[config.mk]
export PLATFORM = sky130hd
export DESIGN_NAME = serial_adder
export DESIGN_NICKNAME = d
export VERILOG_FILES = /design/src/rtl/serial_adder.sv
export SDC_FILE = /design/constraint.sdc
export NUM_CORES = 1
export LEC_CHECK = 0
export ABC_CLOCK_PERIOD_IN_PS = 2240
export CAP_MARGIN = 40
export CORE_AREA = 2 2 78 80
export CTS_BUF_LIST = sky130_fd_sc_hd__clkbuf_2 sky130_fd_sc_hd__clkbuf_4 sky130_fd_sc_hd__clkbuf_8
export DETAILED_ROUTE_END_ITERATION = 10
export DIE_AREA = 0 0 80 82
export SYNTH_ARGS = -nofsm -noshare
export SYNTH_HDL_FRONTEND = slang
export SYNTH_SLANG_ARGS = --single-unit
[constraint.sdc]
create_clock -name clk -period 2.24 [get_ports clk]
set_input_delay 0.448 -clock clk [delete_from_list [all_inputs] [get_ports clk]]
set_output_delay 0.448 -clock clk [all_outputs]
set_load 0.1 [all_outputs]
[src/rtl/serial_adder.sv]
// Bit-serial add/subtract unit: one full-adder cell (two half adders plus an OR)
// with a registered carry, one bit per clock, LSB first.
module serial_adder #(
   parameter int unsigned WIDTH = 8
) (
   input  logic             clk,
   input  logic             rst_n,
   input  logic             start,
   input  logic             sub,
   input  logic [WIDTH-1:0] A,
   input  logic [WIDTH-1:0] B,
   input  logic             cin,
   output logic             busy,
   output logic             done,
   output logic [WIDTH-1:0] sum,
   output logic             cout
);

   localparam int unsigned CW = (WIDTH > 1) ? $clog2(WIDTH) : 1;

   typedef enum logic [1:0] {IDLE, RUN, DONE} state_t;

   state_t           state_q, state_d;
   logic [WIDTH-1:0] a_q, a_d;
   logic [WIDTH-1:0] b_q, b_d;
   logic [WIDTH-1:0] sh_q, sh_d;
   logic [WIDTH-1:0] sum_q, sum_d;
   logic             carry_q, carry_d;
   logic             cout_q, cout_d;
   logic [CW-1:0]    cnt_q, cnt_d;

   logic             s1, c1, s, c2, carry_nxt;
   logic [WIDTH-1:0] sh_shift;

   always_comb begin
      s1        = a_q[0] ^ b_q[0];
      c1        = a_q[0] & b_q[0];
      s         = s1 ^ carry_q;
      c2        = s1 & carry_q;
      carry_nxt = c1 | c2;
      // Equivalent to {s, sh_q[WIDTH-1:1]}
      sh_shift  = (sh_q >> 1) | (WIDTH'(s) << (WIDTH - 1));
   end

   always_comb begin
      state_d = state_q;
      a_d     = a_q;
      b_d     = b_q;
      sh_d    = sh_q;
      sum_d   = sum_q;
      carry_d = carry_q;
      cout_d  = cout_q;
      cnt_d   = cnt_q;
      unique case (state_q)
         IDLE: begin
            if (start) begin
               state_d = RUN;
               a_d     = A;
               b_d     = sub ? ~B : B;
               carry_d = sub ? 1'b1 : cin;
               cnt_d   = '0;
               sh_d    = '0;
            end
         end
         RUN: begin
            a_d     = a_q >> 1;
            b_d     = b_q >> 1;
            carry_d = carry_nxt;
            sh_d    = sh_shift;
            cnt_d   = cnt_q + 1'b1;
            if (cnt_q == CW'(WIDTH - 1)) begin
               state_d = DONE;
               sum_d   = sh_shift;
               cout_d  = carry_nxt;
            end
         end
         DONE:    state_d = IDLE;
         default: state_d = IDLE;
      endcase
   end

   always_ff @(posedge clk) begin
      if (!rst_n) begin
         state_q <= IDLE;
         a_q     <= '0;
         b_q     <= '0;
         sh_q    <= '0;
         sum_q   <= '0;
         carry_q <= 1'b0;
         cout_q  <= 1'b0;
         cnt_q   <= '0;
      end else begin
         state_q <= state_d;
         a_q     <= a_d;
         b_q     <= b_d;
         sh_q    <= sh_d;
         sum_q   <= sum_d;
         carry_q <= carry_d;
         cout_q  <= cout_d;
         cnt_q   <= cnt_d;
      end
   end

   assign busy = (state_q != IDLE);
   assign done = (state_q == DONE);
   assign sum  = sum_q;
   assign cout = cout_q;

endmodule

==> impl_metrics.ini, run 1 <==
[status]
status = finished, final reports clean

[grt]
grt_max_degree = 29
grt_pass1_wl_um = 5851
grt_pass1_vias = 1280
antenna_found_initial = 0
grt_usage = 0.1128
gr-total-overflow = 0

[floorplan]
start_util = 0.2931
die_w_um = 80
num_io_pins = 32
rows = 28
die_area_um2 = 6560
core_area_um2 = 5746
die_height_um = 82

[drt]
drc = 0
vias = 1386
vias_per_cell = 4.747
ant_nets = 0
wirelength_um = 3581
dr.pass1.iters = 4
wl_per_cell_um = 12.26
drt_iter0_drc = 129

[hold_path]
hold_depth = 2
hold_path_class = reg -> reg

[clock_network]
post_cts_buffers = 0
cts_tree = built
cts-root-buf = clkbuf_8
cts_buffers = 5
cts_buffer_depth = 2
clock_latency_ns = 0.29
clkSlewWorstSetupHoldPaths_ns = 0.07
h-tree-depth = 2
cts_resized = 0
postCtsHoldBufs = 0
cts_sinks = 38

[sta]
tightest_slew_ns = 0.5132
fin_tns_setup_ns = 0
setup_viol = 0
clock_skew_ns = 0.003692
period_needed_ns = 1.764
rsz0062_at_grt = no
timing.final.ws_setup_ns = 0.4757
slew_headroom = 0.6572
holdWs_ns = 0.4576
clock.fmax_ghz = 0.5668
drv_slew = 0
finalCritPeriodShare = 0.7876
timing.final.hold_violations = 0

[worst_setup_path]
rr_worst_depth = 5
worstSetupPathType = reg -> out
cp.required_ns = 1.79
arrival_ns = 1.32
end_kind = output pin
path_max_fanout = 8
cp-start-kind = flop

[placement]
post-place-ws_ns = 0.3405
gp_congestion = 0.7423
portBuffers = 31
numPlacedInstances = 284
dp_hpwl_um = 2460

[synth]
synth_top_area_share = 0.4517
synth_warnings = 0
synth_seq_cells = 38
syn_area_per_cell_um2 = 9.103
syn_area_um2 = 1684
yosysMostFrequentCell = dfxtp_1
syn_inst = 185
async_flop_share = 0
yosys-top-cells-count = dfxtp_1 (38), nand2_1 (19), nor2_1 (18)
synth_nets = 209
yosysSeqAreaShare = 0.4517
synth_area_leader_cell = dfxtp_1
yosysUniqueCellTypes = 34
synth-edff-count = 0
synthTopCellsByArea = dfxtp_1 (45%), a22oi_1 (7.6%), a21oi_1 (4.5%)
ys.flop_type = dfxtp_1

[power_and_ir_drop]
pwr-share-clk = 0.376
p_seq_frac = 0.500
powerDensity_nw_per_um2 = 670.8
ir_worst_vdd_mv = 0.2164
switchingPower_uw = 348.2
intPower_mw = 1.105
power_leakage_nw = 0.8181
switching_share = 0.2397
p_comb_frac = 0.124

[cells_and_area]
antenna_cells = 0
fin_util = 0.3770
fin_cells = 292
fin_nets = 240
syn_to_final_growth_pct = 28.60
drive_above_1_share = 0.1567

[run]
max_cap_viol_count = 0
==> worst paths after layout <==
| kind | from | end | slack [ns] |
|---|---|---|---|
| hold / removal | sum[7]$_SDFFE_PN0P_ | sum[7]$_SDFFE_PN0P_ | 0.46 |
| setup / recovery | state_q[0]$_SDFFE_PN0P_ | busy | 0.48 |
| setup reg to reg | cnt_q[0]$_SDFFE_PN0P_ | cout$_SDFFE_PN0P_ | 0.66 |
| hold reg to reg | sum[7]$_SDFFE_PN0P_ | sum[7]$_SDFFE_PN0P_ | 0.46 |
==> cell usage in the layout (no fill, tap or decap), drive strengths merged <==
| cell type | netlist | layout |
|---|---|---|
| a211oi | 2 | 2 |
| nor2b | 1 | 1 |
| o21ba | 1 | 1 |
| o21bai | 1 | 1 |
| and4bb | 1 | 1 |
| mux2i | 1 | 1 |
| fa | 1 | 1 |
| inv | 3 | 3 |
| and3 | 1 | 1 |
| clkdlybuf4s50 | 0 | 20 |
| nand2 | 19 | 19 |
| clkbuf | 4 | 8 |
| clkinv | 1 | 1 |
| ha | 2 | 2 |
| nand2b | 1 | 1 |
| nor2 | 18 | 18 |
| dfxtp | 38 | 38 |
| and2b | 1 | 1 |
| a221oi | 1 | 1 |
| o31ai | 1 | 1 |
| a31o | 1 | 1 |
| or3b | 2 | 2 |
| o2bb2ai | 5 | 5 |
| nand3b | 1 | 1 |
| a21oi | 15 | 15 |
| nand3 | 9 | 9 |
| a22oi | 17 | 17 |
| xor2 | 8 | 8 |
| o221ai | 2 | 2 |
| o21ai | 17 | 17 |
| buf | 10 | 18 |
==> power groups by stage <==
stage	Combinational, mW	Sequential, mW	Clock, mW
2_1_floorplan	0.123	0.734	0
3_3_place_gp	0.179	0.741	0
3_5_place_dp	0.182	0.741	0
4_1_cts	0.182	0.726	0.558
5_1_grt	0.200	0.730	0.580
6_report	0.181	0.726	0.546
==> routing by layer <==
| metal | vias to the layer above | wire length [µm] | part of all wire | global-route usage |
|---|---|---|---|---|
| li1 | 719 | - | - | - |
| met2 | 32 | 1601 | 0.45 | 0.1717 |
| met5 | - | 0 | 0 | 0 |
| met1 | 633 | 1784 | 0.50 | 0.1530 |
| met3 | 2 | 160 | 0.045 | 0.03077 |
| met4 | 0 | 34 | 0.0095 | 0.04068 |
==> final cells by class <==
class / count / area (µm²)
Fill cell: 627 / 3580
Multi-Input combinational cell: 129 / 813.3
Sequential cell: 38 / 760.7
Timing Repair Buffer: 38 / 372.9
Clock buffer: 8 / 110.1
Tap cell: 75 / 93.84
Inverter: 4 / 15.01
==> cell families (layout without fill, tap and decap cells) <==
kind of cell / after synthesis / count (layout) / synth area share
adder cells (fa/ha/maj): 3 / 3 / 0.02674
flip-flops: 38 / 38 / 0.4517
buffers and inverters: 18 / 50 / 0.06685
multiplexers: 1 / 1 / 0.005944
AND/OR/NAND/NOR: 54 / 54 / 0.1560
AO/OA/AOI/OAI: 63 / 63 / 0.2511
XOR/XNOR: 8 / 8 / 0.04161
==> metrics by stage <==
| stage | cell area, µm² | power, mW |
|---|---|---|
| 5_1_grt | 2166 | 1.511 |
| 4_1_cts | 2166 | 1.466 |
| 3_3_place_gp | 2056 | 0.9202 |
| 3_5_place_dp | 2056 | 0.9229 |
| 2_1_floorplan | 1687 | 0.8571 |
| 6_report | 2166 | 1.453 |
==> worst max-delay path, stage by stage (launching register included) <==
cell and delay, ns:
dfxtp_1 0.48, inv_1 0.21, nand2_1 0.15, buf_12 0.18
==> flip-flops by register name, summed over array words and instances, names as in the netlist <==
| signal | cells |
|---|---|
| state_q | 2 |
| sum | 8 |
| carry_q | 1 |
| cout | 1 |
| b_q | 8 |
| a_q | 8 |
| sh_q | 7 |
| cnt_q | 3 |
Power figures use the tool's default switching activity.
==> run 2, diff against run 1 <==
Settings changed: ABC_CLOCK_PERIOD_IN_PS 2240 to 1800.
Clock period 2.24 ns to 1.8 ns, I/O delays scaled along.
==> run 2 against run 1 <==
Cell area up 6.1%. Die area is the same. Sequential share of layout area down 2.0 points. First-iteration DRC count is 47% lower. Count of clock-buffer cells in the layout shrank 1. Non-clock buffer count rose by 4.
==> impl_metrics.ini, run 2 (synthesis gave the netlist of run 1 again) <==
[status]
status = finished, final reports clean

[drt]
drt_iter0_drc = 68
dr.pass1.iters = 4
drc = 0
ant_nets = 0
wirelength_um = 3708
vias_per_cell = 4.794
wl_per_cell_um = 12.53
vias = 1419

[floorplan]
die_height_um = 82
num_io_pins = 32
rows = 28
start_util = 0.2931
die_w_um = 80
core_area_um2 = 5746
die_area_um2 = 6560

[clock_network]
cts_buffer_depth = 2
clock_latency_ns = 0.29
cts_tree = built
post_cts_buffers = 0
postCtsHoldBufs = 0
h-tree-depth = 2
cts_resized = 0
cts_sinks = 38
cts_buffers = 5
cts-root-buf = clkbuf_8
clkSlewWorstSetupHoldPaths_ns = 0.07

[cells_and_area]
final_common_cell = dfxtp_1
syn_to_final_growth_pct = 36.48
fin_nets = 244
drive_above_1_share = 0.1719
layout_common_cells = dfxtp_1 (38), clkdlybuf4s50_1 (20), nand2_1 (19), a22oi_1 (17), nor2_1 (17)
final_area_um2 = 2298
antenna_cells = 0
fillCellCount = 619
fin_util = 0.4000

[sta]
tightest_slew_ns = 0.5183
period_needed_ns = 1.600
slew_headroom = 0.6538
fin_tns_setup_ns = 0
finalCritPeriodShare = 0.8890
rsz0062_at_grt = no
drv_slew = 0
clock_skew_ns = 0.002943
timing.final.ws_setup_ns = 0.1998
timing.final.hold_violations = 0
setup_viol = 0
clock.fmax_ghz = 0.6249

[worst_setup_path]
path_max_fanout = 4
arrival_ns = 1.24
crit_family = flip-flops
crit_path_cell_trace = clkinv_1 > nand2_1 > buf_12
cp.required_ns = 1.44
end_kind = output pin
cp-start-kind = flop
max_stage_delay_ns = 0.44
worstSetupPathType = reg -> out
crit_slowest_cell = dfxtp_1
path_buf_inv = 2

[power_and_ir_drop]
ir_worst_vdd_mv = 0.2631
power_leakage_nw = 0.8568
powerDensity_nw_per_um2 = 765.1

[grt]
gr-total-overflow = 0
grt_pass1_vias = 1270
grt_usage = 0.1200
grt_pass1_wl_um = 6023
grt_max_degree = 28
antenna_found_initial = 0

[hold_path]
hold_path_class = reg -> reg

[placement]
placed_cell_area_um2 = 2203
portBuffers = 31
dp_hpwl_um = 2593
gp_congestion = 0.7794
post-place-ws_ns = 0.1187

[run]
max_cap_viol_count = 0
## run 2: cell count changes in the layout (fill, tap and decap cells not counted), sizes merged
cell    delta
buf        +4
clkbuf     -1
clkinv     +1
## run 2: layout make-up
type | instances | area (µm²) | share of cell area
inverters | 4 | 15.01 | 0.006532
repair buffers | 42 | 515.5 | 0.2243
flip-flops and latches | 38 | 760.7 | 0.3310
clock buffers | 7 | 90.09 | 0.03919
clock inverters | 1 | 5.005 | 0.002177
well taps | 75 | 93.84 | 0.04083
multi-input cells | 129 | 818.3 | 0.3560
## run 2: metrics by stage
stage,hold WS [ns],power [mW],std cells
global route,0.4990,1.841,296
detailed placement,0.4673,1.157,288
floorplan,0.4434,1.067,185
finish,0.4692,1.758,296
global placement,0.4645,1.155,288
CTS,0.4778,1.779,296
## run 2: final timing paths
kind / start / endpoint / slack [ns] / depth (start not counted)
max reg2reg: cnt_q[0]$_SDFFE_PN0P_ / cout$_SDFFE_PN0P_ / 0.46 / 5
max: state_q[1]$_SDFFE_PN0P_ / busy / 0.20 / 3
min reg2reg: sh_q[1]$_SDFFE_PN0P_ / sum[0]$_SDFFE_PN0P_ / 0.47 / 2
min: sh_q[1]$_SDFFE_PN0P_ / sum[0]$_SDFFE_PN0P_ / 0.47 / 2
## run 2: routing by layer
metal	vias up	track usage	part of all wire
li1	725	-	-
met1	661	0.1505	0.49
met2	27	0.1858	0.45
met3	6	0.04396	0.043
met4	0	0.05085	0.016
met5	-	0	0
## run 2: worst min-delay path, delay by kind of cell, from the launching register on
kind	cells	cell delay [ns]
flops	1	0.31
simple gates	1	0.06
compound gates	1	0.05
## run 2: power by group
part           internal [mW]  leakage [nW]  switching [mW]  total [mW]
clock                  0.324        0.0517           0.298       0.622
combinational          0.116         0.495           0.118       0.233
sequential             0.878         0.310          0.0252       0.903
total                   1.32         0.857           0.441        1.76
==> RTL edit: new RTL, config.mk and constraints of run 1 <==
Encoding of `state_t`: now one-hot (3 bits for 3 states).
--- a/src/rtl/serial_adder.sv
+++ b/src/rtl/serial_adder.sv
@@ -18,7 +18,7 @@
 
    localparam int unsigned CW = (WIDTH > 1) ? $clog2(WIDTH) : 1;
 
-   typedef enum logic [1:0] {IDLE, RUN, DONE} state_t;
+   typedef enum logic [2:0] {IDLE = 3'b001, RUN = 3'b010, DONE = 3'b100} state_t;
 
    state_t           state_q, state_d;
    logic [WIDTH-1:0] a_q, a_d;
Function: no difference found for any inputs over 10 cycles, from zero or initial values and one cycle with rst_n low; not proved beyond that.
==> RTL edit against run 1 <==
Clock skew about the same; critical path type unchanged; power rose by 3.1%; worst hold slack got worse by 5.7 ps; non-clock buffer count up 1; highest routed layer unchanged; wire length down 0.67%; worst setup slack got worse by 130 ps; synthesized area up 4.9%; global-route usage is 0.51 points higher; first-iteration DRC count down 62%; sequential cell count increased by 1; sequential share of layout area is 0.36 points lower; sequential power increased by 3.9%; design area increased by 3.7%.
==> RTL edit: results (changes against run 1) <==
Power and ir drop:
- The leakage power total is 0.0008416 uW (was 0.0008181 uW).
- The worst IR drop on VDD was 0.0002574 V (was 0.0002164 V).

Logic synthesis:
- The number of library cell types mapped by synthesis is 30 (was 34).
- Cell types with the highest counts after synthesis: nand2_1 (46), dfxtp_1 (39), a21boi_1 (18) (was dfxtp_1 (38), nand2_1 (19), nor2_1 (18)).
- Area contributors post-synth: dfxtp_1 (44%), nand2_1 (9.8%), a21boi_1 (7.6%), o221ai_2 (5.9%), xor2_1 (3.5%) (was dfxtp_1 (45%), a22oi_1 (7.6%), a21oi_1 (4.5%), o21ai_0 (4.5%), nand2_1 (4.2%)).
- The post-synth net total is 220 (was 209).
- The sequential fraction of the synthesis area was 44.19% (was 45.17%).

Critical path:
- The reg-to-reg setup timing slack is 570 ps (was 660 ps).
- The worst reg-to-reg path cell count is 4 (was 5).
- The startpoint of the worst-slack reg-to-reg timing path is state_q[1] (was cnt_q[0]).
- The launch point of the worst path is state_q[0] (unchanged).
- The arrival time at the worst endpoint was 1450 ps (was 1320 ps).

Finish:
- The number of nets at the end of the flow is 249 (was 240).
- The fraction of final layout cells with drive strength greater than 1 is 17.26% (was 15.67%).

Clocking:
- The clock transition at the registers of the reported paths was 70 ps (about the same).
- The count of buffers added by post-CTS timing repair for setup came to 0 (unchanged).

Global routing:
- The via count of the first global-routing pass is 1256 (was 1280).
- The first-pass GRT wire length is 5789 microns (was 5851 microns).
- The aggregate global-route resource usage is 11.78% (was 11.28%).
- The maximum number of pins on one net before global-route repair is 32 (was 29).

Run status:
- Result of the run: finished, final reports clean (unchanged).

Timing:
- The post-route worst hold slack is 452.0 ps (was 457.6 ps).
- The worst clock skew on the final layout is 3.647 ps (was 3.692 ps).
- The slew of the pin with the lowest slew margin is 517.8 ps (was 513.2 ps).

Route:
- The count of routing violations after the opening detailed-route iteration came to 49 (was 129).
- The average wire per standard cell is 11.82 microns (was 12.26 microns).

Placement:
- The total cell area at the placement stage came to 2142 sq um (was 2056 sq um).
- The final RePlAce weighted congestion is 0.7067 (was 0.7423).
- The half-perimeter wire length of the detailed placement result is 2389 microns (was 2460 microns).

Min path:
- The worst hold path endpoint was sum[0] (was sum[7]).
- The source of the worst hold timing path is sh_q[1] (was sum[7]).
-- RTL edit: worst max path at each step --
stage / cells past startpoint / endpoint / slack, ps
floorplan: 1 / done / 150
global placement: 5 / carry_q / 410
detailed placement: 5 / carry_q / 390
CTS: 2 / busy / 320
global route: 2 / busy / 270
finish: 2 / busy / 340
-- RTL edit: report_power, final --
group | switching [uW] | leakage (uW) | internal (uW)
sequential | 25.2 | 0.000318 | 729
combinational | 109 | 0.000468 | 104
clock | 238 | 0.0000549 | 293
-- RTL edit: logic make-up after synthesis --
logic type / after synthesis / share of synthesized area (%)
adders and majority gates: 3 / 2.549
DFF: 39 / 44.19
xor gates and xnor gates: 8 / 3.966
and+or+nand+nor: 85 / 22.59
AOI/OAI and AO/OA: 44 / 21.18
buffers and inverters: 17 / 5.523
-- RTL edit: worst max-delay path, stage by stage (launching register included) --
cell,delay (ps)
dfxtp_1,460
or3b_2,510
buf_12,180
-- RTL edit: cell type report --
| cell class | count | area (sq um) |
|---|---|---|
| clock buffers | 8 | 103.9 |
| fillers | 608 | 3500 |
| multi-input cells | 140 | 899.6 |
| flip-flops and latches | 39 | 780.7 |
| well taps | 75 | 93.84 |
| repair buffers | 39 | 367.9 |
-- RTL edit: routing by layer --
metal | GRT usage [%] | wire [microns]
met3 | 4.615 | 176
met4 | 6.610 | 70
met1 | 14.08 | 1750
met5 | 0 | 0
met2 | 18.08 | 1559
-- RTL edit: through the flow --
step	power [uW]	worst slack, ps	std cells
floorplan	911.0	154.7	196
global placement	983.9	413.9	293
detailed placement	985.1	394.5	293
CTS	1524	319.6	301
global route	1574	272.3	301
finish	1498	341.6	301
